==> config.mk <==
export PLATFORM = sky130hd
export DESIGN_NAME = ex_operand_stage_flat
export DESIGN_NICKNAME = d
export VERILOG_FILES = /design/src/rtl/ex_operand_stage_if.sv /design/src/rtl/ex_operand_stage.sv /design/src/flat_wrapper.sv
export SDC_FILE = /design/constraint.sdc
export NUM_CORES = 1
export LEC_CHECK = 0
export BUFFER_PORTS_ARGS = -buffer_cell sky130_fd_sc_hd__buf_2
export CORE_AREA = 4 4 146 148
export DETAILED_ROUTE_END_ITERATION = 8
export DIE_AREA = 0 0 150 152
export PLACE_DENSITY_LB_ADDON = 0.08
export REMOVE_ABC_BUFFERS = 1
export SLEW_MARGIN = 25
export SYNTH_ARGS = -nofsm -noshare
export SYNTH_HDL_FRONTEND = slang
export SYNTH_SLANG_ARGS = --single-unit
export TNS_END_PERCENT = 100
==> constraint.sdc <==
create_clock -name clock -period 3.1 [get_ports clock]
set_input_delay 0.62 -clock clock [delete_from_list [all_inputs] [get_ports clock]]
set_output_delay 0.62 -clock clock [all_outputs]
set_load 0.03 [all_outputs]
==> src/rtl/ex_operand_stage_if.sv <==
// ID/EX operand stage bus: decode fields, forwarding sources and ALU-facing outputs.
// Latency: n/a (signal bundle only).
// Backpressure: hold freezes the stage, stallOut asks fetch/decode to repeat.
// Ports: master = upstream driver (decode, forward sources, hold/flush), slave = the stage.
interface ex_operand_stage_if #(
    parameter int WIDTH = 32
);
    logic             hold;
    logic             flush;
    logic             idValid;
    logic [4:0]       idRs1;
    logic [4:0]       idRs2;
    logic [4:0]       idRd;
    logic [WIDTH-1:0] idRs1Data;
    logic [WIDTH-1:0] idRs2Data;
    logic [WIDTH-1:0] idImm;
    logic [WIDTH-1:0] idPc;
    logic [3:0]       idFunc;
    logic [2:0]       idAluOp;
    logic             idAluSrc;
    logic             idRegWrite;
    logic             idMemRead;
    logic             idMemWrite;
    logic             idBranch;
    logic             exMemRegWrite;
    logic [4:0]       exMemRd;
    logic [WIDTH-1:0] exMemResult;
    logic             memWbRegWrite;
    logic [4:0]       memWbRd;
    logic [WIDTH-1:0] memWbResult;
    logic [WIDTH-1:0] dataA;
    logic [WIDTH-1:0] dataB;
    logic [WIDTH-1:0] storeData;
    logic [3:0]       func;
    logic [2:0]       aluOp;
    logic             exValid;
    logic             exRegWrite;
    logic             exMemRead;
    logic             exMemWrite;
    logic             exBranch;
    logic [4:0]       exRd;
    logic [WIDTH-1:0] exPc;
    logic             stallOut;

    modport master (
        output hold, flush, idValid, idRs1, idRs2, idRd, idRs1Data, idRs2Data,
               idImm, idPc, idFunc, idAluOp, idAluSrc, idRegWrite, idMemRead,
               idMemWrite, idBranch, exMemRegWrite, exMemRd, exMemResult,
               memWbRegWrite, memWbRd, memWbResult,
        input  dataA, dataB, storeData, func, aluOp, exValid, exRegWrite,
               exMemRead, exMemWrite, exBranch, exRd, exPc, stallOut
    );

    modport slave (
        input  hold, flush, idValid, idRs1, idRs2, idRd, idRs1Data, idRs2Data,
               idImm, idPc, idFunc, idAluOp, idAluSrc, idRegWrite, idMemRead,
               idMemWrite, idBranch, exMemRegWrite, exMemRd, exMemResult,
               memWbRegWrite, memWbRd, memWbResult,
        output dataA, dataB, storeData, func, aluOp, exValid, exRegWrite,
               exMemRead, exMemWrite, exBranch, exRd, exPc, stallOut
    );
endinterface

==> src/rtl/ex_operand_stage.sv <==
// ID/EX pipeline register with operand forwarding and load-use bubble insertion.
// Latency: 1 cycle id* -> ex*; forwarding and stallOut are combinational.
// Backpressure: hold freezes the register (operands refreshed); stallOut stalls decode one cycle.
// Ports: clock, reset_n (async active-low), bus (ex_operand_stage_if.slave).
module ex_operand_stage #(
    parameter int WIDTH = 32
) (
    input  logic               clock,
    input  logic               reset_n,
    ex_operand_stage_if.slave  bus
);

    typedef struct packed {
        logic             valid;
        logic [4:0]       rs1;
        logic [4:0]       rs2;
        logic [4:0]       rd;
        logic [WIDTH-1:0] rs1_val;
        logic [WIDTH-1:0] rs2_val;
        logic [WIDTH-1:0] imm;
        logic [WIDTH-1:0] pc;
        logic [3:0]       func;
        logic [2:0]       alu_op;
        logic             alu_src;
        logic             reg_write;
        logic             mem_read;
        logic             mem_write;
        logic             branch;
    } stage_t;

    stage_t           stage_q;
    stage_t           stage_d;
    logic [WIDTH-1:0] fwd_rs1;
    logic [WIDTH-1:0] fwd_rs2;
    logic             stall;

    // EX/MEM beats MEM/WB because it carries the younger write; x0 is hardwired zero.
    function automatic logic [WIDTH-1:0] fwd_sel(
        input logic [4:0]       r,
        input logic [WIDTH-1:0] stored,
        input logic             em_we,
        input logic [4:0]       em_rd,
        input logic [WIDTH-1:0] em_res,
        input logic             mw_we,
        input logic [4:0]       mw_rd,
        input logic [WIDTH-1:0] mw_res
    );
        if (em_we && (em_rd != 5'd0) && (em_rd == r)) begin
            return em_res;
        end else if (mw_we && (mw_rd != 5'd0) && (mw_rd == r)) begin
            return mw_res;
        end
        return stored;
    endfunction

    always_comb begin
        fwd_rs1 = fwd_sel(stage_q.rs1, stage_q.rs1_val, bus.exMemRegWrite, bus.exMemRd,
                          bus.exMemResult, bus.memWbRegWrite, bus.memWbRd, bus.memWbResult);
        fwd_rs2 = fwd_sel(stage_q.rs2, stage_q.rs2_val, bus.exMemRegWrite, bus.exMemRd,
                          bus.exMemResult, bus.memWbRegWrite, bus.memWbRd, bus.memWbResult);
    end

    // rs2 is compared even when the decoded op has no rs2: a harmless extra stall.
    assign stall = stage_q.valid & stage_q.mem_read & (stage_q.rd != 5'd0) & bus.idValid &
                   ((stage_q.rd == bus.idRs1) | (stage_q.rd == bus.idRs2)) & ~bus.flush;

    always_comb begin
        stage_d = stage_q;
        if (bus.flush || (!bus.hold && stall)) begin
            stage_d.valid     = 1'b0;
            stage_d.reg_write = 1'b0;
            stage_d.mem_read  = 1'b0;
            stage_d.mem_write = 1'b0;
            stage_d.branch    = 1'b0;
        end else if (bus.hold) begin
            // Capture forwarded operands so a producer retiring during the hold is not lost.
            stage_d.rs1_val = fwd_rs1;
            stage_d.rs2_val = fwd_rs2;
        end else begin
            stage_d.valid     = bus.idValid;
            stage_d.rs1       = bus.idRs1;
            stage_d.rs2       = bus.idRs2;
            stage_d.rd        = bus.idRd;
            stage_d.rs1_val   = bus.idRs1Data;
            stage_d.rs2_val   = bus.idRs2Data;
            stage_d.imm       = bus.idImm;
            stage_d.pc        = bus.idPc;
            stage_d.func      = bus.idFunc;
            stage_d.alu_op    = bus.idAluOp;
            stage_d.alu_src   = bus.idAluSrc;
            stage_d.reg_write = bus.idRegWrite;
            stage_d.mem_read  = bus.idMemRead;
            stage_d.mem_write = bus.idMemWrite;
            stage_d.branch    = bus.idBranch;
        end
    end

    always_ff @(posedge clock or negedge reset_n) begin
        if (!reset_n) begin
            stage_q <= '0;
        end else begin
            stage_q <= stage_d;
        end
    end

    assign bus.dataA      = fwd_rs1;
    assign bus.storeData  = fwd_rs2;
    assign bus.dataB      = stage_q.alu_src ? stage_q.imm : fwd_rs2;
    assign bus.func       = stage_q.func;
    assign bus.aluOp      = stage_q.alu_op;
    assign bus.exValid    = stage_q.valid;
    assign bus.exRegWrite = stage_q.valid & stage_q.reg_write;
    assign bus.exMemRead  = stage_q.valid & stage_q.mem_read;
    assign bus.exMemWrite = stage_q.valid & stage_q.mem_write;
    assign bus.exBranch   = stage_q.valid & stage_q.branch;
    assign bus.exRd       = stage_q.rd;
    assign bus.exPc       = stage_q.pc;
    assign bus.stallOut   = stall;

endmodule

==> src/flat_wrapper.sv <==
// flat-port wrapper written by rule: the top's interface ports become plain ports
module ex_operand_stage_flat 
#(
    parameter int WIDTH = 32
)
  (clock, reset_n, bus_hold, bus_flush, bus_idValid, bus_idRs1, bus_idRs2, bus_idRd, bus_idRs1Data, bus_idRs2Data, bus_idImm, bus_idPc, bus_idFunc, bus_idAluOp, bus_idAluSrc, bus_idRegWrite, bus_idMemRead, bus_idMemWrite, bus_idBranch, bus_exMemRegWrite, bus_exMemRd, bus_exMemResult, bus_memWbRegWrite, bus_memWbRd, bus_memWbResult, bus_dataA, bus_dataB, bus_storeData, bus_func, bus_aluOp, bus_exValid, bus_exRegWrite, bus_exMemRead, bus_exMemWrite, bus_exBranch, bus_exRd, bus_exPc, bus_stallOut);
  ex_operand_stage_if #(.WIDTH(WIDTH)) bus_i ();
  input  logic clock;
  input  logic reset_n;
  input wire logic [$bits(bus_i.hold)-1:0] bus_hold;
  input wire logic [$bits(bus_i.flush)-1:0] bus_flush;
  input wire logic [$bits(bus_i.idValid)-1:0] bus_idValid;
  input wire logic [$bits(bus_i.idRs1)-1:0] bus_idRs1;
  input wire logic [$bits(bus_i.idRs2)-1:0] bus_idRs2;
  input wire logic [$bits(bus_i.idRd)-1:0] bus_idRd;
  input wire logic [$bits(bus_i.idRs1Data)-1:0] bus_idRs1Data;
  input wire logic [$bits(bus_i.idRs2Data)-1:0] bus_idRs2Data;
  input wire logic [$bits(bus_i.idImm)-1:0] bus_idImm;
  input wire logic [$bits(bus_i.idPc)-1:0] bus_idPc;
  input wire logic [$bits(bus_i.idFunc)-1:0] bus_idFunc;
  input wire logic [$bits(bus_i.idAluOp)-1:0] bus_idAluOp;
  input wire logic [$bits(bus_i.idAluSrc)-1:0] bus_idAluSrc;
  input wire logic [$bits(bus_i.idRegWrite)-1:0] bus_idRegWrite;
  input wire logic [$bits(bus_i.idMemRead)-1:0] bus_idMemRead;
  input wire logic [$bits(bus_i.idMemWrite)-1:0] bus_idMemWrite;
  input wire logic [$bits(bus_i.idBranch)-1:0] bus_idBranch;
  input wire logic [$bits(bus_i.exMemRegWrite)-1:0] bus_exMemRegWrite;
  input wire logic [$bits(bus_i.exMemRd)-1:0] bus_exMemRd;
  input wire logic [$bits(bus_i.exMemResult)-1:0] bus_exMemResult;
  input wire logic [$bits(bus_i.memWbRegWrite)-1:0] bus_memWbRegWrite;
  input wire logic [$bits(bus_i.memWbRd)-1:0] bus_memWbRd;
  input wire logic [$bits(bus_i.memWbResult)-1:0] bus_memWbResult;
  output wire logic [$bits(bus_i.dataA)-1:0] bus_dataA;
  output wire logic [$bits(bus_i.dataB)-1:0] bus_dataB;
  output wire logic [$bits(bus_i.storeData)-1:0] bus_storeData;
  output wire logic [$bits(bus_i.func)-1:0] bus_func;
  output wire logic [$bits(bus_i.aluOp)-1:0] bus_aluOp;
  output wire logic [$bits(bus_i.exValid)-1:0] bus_exValid;
  output wire logic [$bits(bus_i.exRegWrite)-1:0] bus_exRegWrite;
  output wire logic [$bits(bus_i.exMemRead)-1:0] bus_exMemRead;
  output wire logic [$bits(bus_i.exMemWrite)-1:0] bus_exMemWrite;
  output wire logic [$bits(bus_i.exBranch)-1:0] bus_exBranch;
  output wire logic [$bits(bus_i.exRd)-1:0] bus_exRd;
  output wire logic [$bits(bus_i.exPc)-1:0] bus_exPc;
  output wire logic [$bits(bus_i.stallOut)-1:0] bus_stallOut;
  assign bus_i.hold = bus_hold;
  assign bus_i.flush = bus_flush;
  assign bus_i.idValid = bus_idValid;
  assign bus_i.idRs1 = bus_idRs1;
  assign bus_i.idRs2 = bus_idRs2;
  assign bus_i.idRd = bus_idRd;
  assign bus_i.idRs1Data = bus_idRs1Data;
  assign bus_i.idRs2Data = bus_idRs2Data;
  assign bus_i.idImm = bus_idImm;
  assign bus_i.idPc = bus_idPc;
  assign bus_i.idFunc = bus_idFunc;
  assign bus_i.idAluOp = bus_idAluOp;
  assign bus_i.idAluSrc = bus_idAluSrc;
  assign bus_i.idRegWrite = bus_idRegWrite;
  assign bus_i.idMemRead = bus_idMemRead;
  assign bus_i.idMemWrite = bus_idMemWrite;
  assign bus_i.idBranch = bus_idBranch;
  assign bus_i.exMemRegWrite = bus_exMemRegWrite;
  assign bus_i.exMemRd = bus_exMemRd;
  assign bus_i.exMemResult = bus_exMemResult;
  assign bus_i.memWbRegWrite = bus_memWbRegWrite;
  assign bus_i.memWbRd = bus_memWbRd;
  assign bus_i.memWbResult = bus_memWbResult;
  assign bus_dataA = bus_i.dataA;
  assign bus_dataB = bus_i.dataB;
  assign bus_storeData = bus_i.storeData;
  assign bus_func = bus_i.func;
  assign bus_aluOp = bus_i.aluOp;
  assign bus_exValid = bus_i.exValid;
  assign bus_exRegWrite = bus_i.exRegWrite;
  assign bus_exMemRead = bus_i.exMemRead;
  assign bus_exMemWrite = bus_i.exMemWrite;
  assign bus_exBranch = bus_i.exBranch;
  assign bus_exRd = bus_i.exRd;
  assign bus_exPc = bus_i.exPc;
  assign bus_stallOut = bus_i.stallOut;
  ex_operand_stage #(.WIDTH(WIDTH)) u_core (.clock(clock), .reset_n(reset_n), .bus(bus_i));
endmodule
-- After elaboration in Yosys (flattened, before gate mapping)
Index checks and enable logic that the tools add are counted.
- $add $sub $neg: 0
- multiply operators: 0
- divide/modulo/power cells: 0
- order comparisons: 0
- equality and inequality tests: 7
- shifts and indexed selects: 0
- mux-type cells: 16
- bitwise gates (word level): 12
- reductions and logical operators: 13
- operator list (cell ; count):
    $mux 32 ; 7
    $mux 64 ; 1
    $eq 5x5->1 ; 6
    $mux 16 ; 1
    $reduce_bool 5->1 ; 3
    $and 1x1->1 ; 8
    $mux 4 ; 2
    $logic_and 1x1->1 ; 7
    $mux 1 ; 5
    $not 1->1 ; 3
    $ne 2x1->1 const B ; 1
    $reduce_and 2->1 ; 1
    $logic_not 1->1 ; 1
    $logic_or 1x1->1 ; 1
    $or 1x1->1 ; 1
- flip-flop bits (word level): 156
- bits in latches: 0
- RAM bits: 0
- memory bits (read-only): 0
- input bits: 236
- output and inout bits: 146
- logic and storage cells: 63
- memories: 0

-- Depth between registers and ports, before layout
- depth after elaboration: 9
- gate-level depth with buffers: 8
- gate-level depth less buffers: 6

-- Worst setup path before layout
OpenSTA, ideal clock, no wires.
- path kind: in2out
- start: input bus_memWbRd[1]
- end: output bus_dataB[27]
- arrival: 2.785 ns
- required time: 2.480 ns
- slack: -0.305 ns
- cell stages on the path: 8
- buffers on the path: 2
- path through: or4_4 o211ai_2 or2_1 buf_4 buf_4 nand2_1 a31oi_1 mux2_2
- cells in the longest elaborated chain, start to end: 7
- elaborated cells on any way between the ends: 8
- classes of those cells: 1 x eq/ne; 4 x mux; 3 x reduce/logical
- RTL lines (what ; line ; RTL):
    start, declared ; flat_wrapper.sv:31 ; input wire logic [$bits(bus_i.memWbRd)-1:0] bus_memWbRd;
    $reduce_bool 5->1 ; ex_operand_stage.sv:50 ; end else if (mw_we && (mw_rd != 5'd0) && (mw_rd == r)) begin
    $logic_and 1x1->1 ; ex_operand_stage.sv:50 ;
    $logic_and 1x1->1 (*) ; ex_operand_stage.sv:50 ;
    $mux 1 (*) ; ex_operand_stage.sv:50 ;
    $mux 1 (*) ; ex_operand_stage.sv:48 ; if (em_we && (em_rd != 5'd0) && (em_rd == r)) begin
    $mux 32 (*) ; ex_operand_stage.sv:53 ; return stored;
    named net bus_storeData[27] ; flat_wrapper.sv:35 ; output wire logic [$bits(bus_i.storeData)-1:0] bus_storeData;
    $mux 32 (*) ; ex_operand_stage.sv:108 ; assign bus.dataB = stage_q.alu_src ? stage_q.imm : fwd_rs2;
    end, declared ; flat_wrapper.sv:34 ; output wire logic [$bits(bus_i.dataB)-1:0] bus_dataB;
Mark *: on every way through the listed nets, which the timed path passes. The rest lies on a longest branch.

-- Worst setup path after layout
- start: input bus_exMemRd[0]
- end: output bus_dataB[21]
- cells in the longest elaborated chain, start to end: 6
- elaborated cells on any way between the ends: 8
- classes of those cells: 1 x eq/ne; 4 x mux; 3 x reduce/logical
- RTL lines (what ; line ; RTL):
    start, declared ; flat_wrapper.sv:28 ; input wire logic [$bits(bus_i.exMemRd)-1:0] bus_exMemRd;
    $reduce_bool 5->1 ; ex_operand_stage.sv:48 ;
    $logic_and 1x1->1 ; ex_operand_stage.sv:48 ;
    $logic_and 1x1->1 (*) ; ex_operand_stage.sv:48 ;
    $mux 32 / $mux 1 (equally long branches) ; ex_operand_stage.sv:48 ;
    $mux 32 (*) ; ex_operand_stage.sv:53 ;
    $mux 32 (*) ; ex_operand_stage.sv:108 ;
Every way passes the cells marked *; elsewhere a longest branch is shown, timed or not.

==> qor.yml <==
status:
  status: "finished, violations left"
  violations: "setup timing"
synth:
  synth_warnings: 0
  async_reset_ff_share_pct: 100.0
  synth_top_cell_by_area: "dfrtp_1"
  synth_top_family_by_area: "compound AO/OA/AOI/OAI gates"
  synth-seq-area-share_pct: 42.73
  muxShareOfSynthArea_pct: 15.16
  netlist_top_cells_count: "156 x dfrtp_1, 123 x mux2_2, 65 x nand2_1"
  synth_cell_types: 47
  synth_fa_ha_area_share_pct: 0
  ys_dominant_reg_cell: "dfrtp_1"
  synth-simple-area-share_pct: 10.41
  synthesis.area_um2: 9135
  synth_edf_count: 0
  synth_area_per_cell_um2: 9.973
  synth_compound_area_share_pct: 20.24
  yosys-top-cells-area: "dfrtp_1 43%, mux2_2 15%, buf_4 4.9%"
  ys_ff_latch: 156
  synth.most_common_cell: "dfrtp_1"
  synthXorXnorAreaFrac_pct: 2.876
  syn_inst: 916
  yosysTopAreaCellShare_pct: 42.73
worst_hold_path:
  min_path_type: "in2async"
pwr:
  p_leak_nw: 6.286
  totalPowerFinal_mw: 7.998
  worst_ir_drop_vdd_uv: 392.7
  power.density_nw_per_um2: 578.6
global_routing:
  grt_max_degree: 61
  overflow: 0
  grt_use_total_pct: 30.80
  antenna_found_initial: 11
  grt_pass1_wl_um: 55030
  grt_pass1_vias: 9831
timing:
  tightest_slew_ns: 0.9555
  hold_viol: 0
  setup_viol: 45
  min_period_over_period_pct: 105.5
  fin_hold_ws_ns: 0.1135
  clock_skew_ns: 0.01391
  fmax_ghz: 0.3057
  slew_headroom_pct: 36.07
  worst_slack_ns: -0.1716
  slew_violations: 0
  min_period_ns: 3.272
  rsz0062_at_grt: "yes"
die:
  die_w_um: 150
  ioPinCount: 382
  coreArea_um2: 20040
  die_area_um2: 22800
  die_y_um: 152
  initial_utilization_pct: 45.59
  rows: 52
routing:
  drcViolationCount: 0
  final_antenna_net_count: 0
  num_vias: 9444
  first_iter_violations: 544
  routedWlPerCell_um: 21.66
  drt_pre_antenna_iters: 6
  avgViaCountPerCell: 5.679
  drt-total-wl_um: 36020
clock_network:
  path_clk_slew_ns: 0.08
  max-clock-path-buffers: 2
  insertion_delay_ns: 0.43
  numCtsBuffers: 17
  clock-sinks: 156
  root_buffer: "clkbuf_16"
  ctsHoldBuffers: 0
  cts_tree: "yes"
  htreeDepth: 4
cells_and_area:
  fill_cells: 1612
  drive_gt1_share_pct: 57.37
  area_growth_pct: 51.32
  final_area_um2: 13820
  utilization_pct: 68.98
  final_cells: 1663
  layout.nets: 1607
placed_design:
  place_congestion: 0.8254
  placed_cells: 1558
  io_buffer_count: 381
  hpwl_um: 24640
  place_area_um2: 11750
setup_path:
  crit_arrival_ns: 2.65
  critPathKind: "in2out"
  end_kind: "primary output"
  cp-start-kind: "input pin"
  regToRegSetupSlack_ns: 0.44
  crit_required_ns: 2.48
  crit_fanout: 11
  r2r_cells: 6
job:
  maxCapViolations: 0
-- registers in the layout (all words and copies together) (netlist names) --
signal and flops:
u_core.bus.exRd 5, u_core.bus.aluOp 3, u_core.bus.exPc 32, u_core.bus.exValid 1, u_core.stage_q 111, u_core.bus.func 4
-- stage by stage --
| step | setup TNS, ns | setup slack, ns |
|---|---|---|
| after detailed placement | -9.752 | -0.3333 |
| after global placement | -7.924 | -0.3310 |
| final | -2.838 | -0.1716 |
| after CTS | -3.319 | -0.1732 |
| after floorplan | -188.18 | -1.305 |
| after global routing | -7.764 | -0.2234 |
-- per-layer routing --
| layer | share of wire, % | vias to the layer above | track usage [%] |
|---|---|---|---|
| met4 | 2.7 | 4 | 11.68 |
| met3 | 8.8 | 70 | 8.311 |
| met2 | 49 | 483 | 51.57 |
| met1 | 39 | 4598 | 37.86 |
| li1 | - | 4289 | - |
| met5 | 0.058 | - | 0 |
-- power by group --
| part | internal (mW) | total (mW) | switching (mW) | leakage, nW |
|---|---|---|---|---|
| combinational | 1.58 | 3.36 | 1.79 | 4.19 |
| sequential | 2.33 | 2.55 | 0.217 | 1.82 |
| clock | 1.15 | 2.09 | 0.939 | 0.277 |
-- logic make-up (layout without fill, tap and decap cells) --
group,Yosys count,count (layout)
other,0,9
and+or+nand+nor,201,201
AOI/OAI and AO/OA,267,267
DFF,156,156
xor gates and xnor gates,30,30
muxes,123,123
buffers and inverters,139,607
-- path summary, 6_finish.rpt --
path / startpoint / to
setup reg to reg: u_core.bus.exRd[0]$_DFFE_PN0P_ / u_core.stage_q[110]$_DFFE_PN0N_
setup / recovery: bus_exMemRd[0] / bus_dataB[21]
max in group asynchronous: reset_n / u_core.stage_q[4]$_DFFE_PN0P_
min in group clock: bus_idPc[0] / u_core.bus.exPc[0]$_DFFE_PN0P_
hold reg to reg: u_core.stage_q[2]$_DFFE_PN0P_ / u_core.stage_q[2]$_DFFE_PN0P_
hold / removal: reset_n / u_core.stage_q[57]$_DFFE_PN0P_
-- placed cells by master, fill, tap and decap left out, types with 14 or more instances in the layout --
master	netlist	layout
buf_2	14	288
a31oi_1	60	40
o21ai_0	31	16
nor2_1	37	20
and2_1	20	20
buf_12	0	22
a221o_1	18	18
xnor2_1	17	14
a21oi_1	45	37
o22ai_1	48	48
mux2_2	123	117
nand3_1	31	31
nand2_1	65	63
a31oi_2	10	26
o21ai_1	2	14
buf_6	2	67
inv_1	15	14
nor3_1	33	33
buf_4	60	176
dfrtp_1	156	154
clkbuf_16	0	17
-- cell type report --
cell class	instances	area [µm²]	share of cell area [%]
Antenna cell	9	22.52	0.1629
Clock buffer	19	442.9	3.204
Clock inverter	13	131.4	0.9504
Inverter	15	56.30	0.4073
Multi-Input combinational cell	621	4808	34.78
Sequential cell	156	3906	28.26
Tap cell	270	337.8	2.444
Timing Repair Buffer	560	4118	29.79
-- critical path: stages --
cell and delay (ns):
buf_6 0.10, or4_4 0.54, o211ai_2 0.17, or2_4 0.17
buf_12 0.10, buf_12 0.13, bufbuf_16 0.28, a31oi_1 0.09
mux2_2 0.27, buf_4 0.17
-- timing repair --
| item | CTS | global route |
|---|---|---|
| pin swaps | 33 | 42 |
| gates resized for setup | 188 | 79 |
| buffers inserted | 42 | 19 |
| setup endpoints to repair | 93 | 96 |
| cloned | 7 | 0 |
No activity file was read; power rests on OpenSTA's default activity.
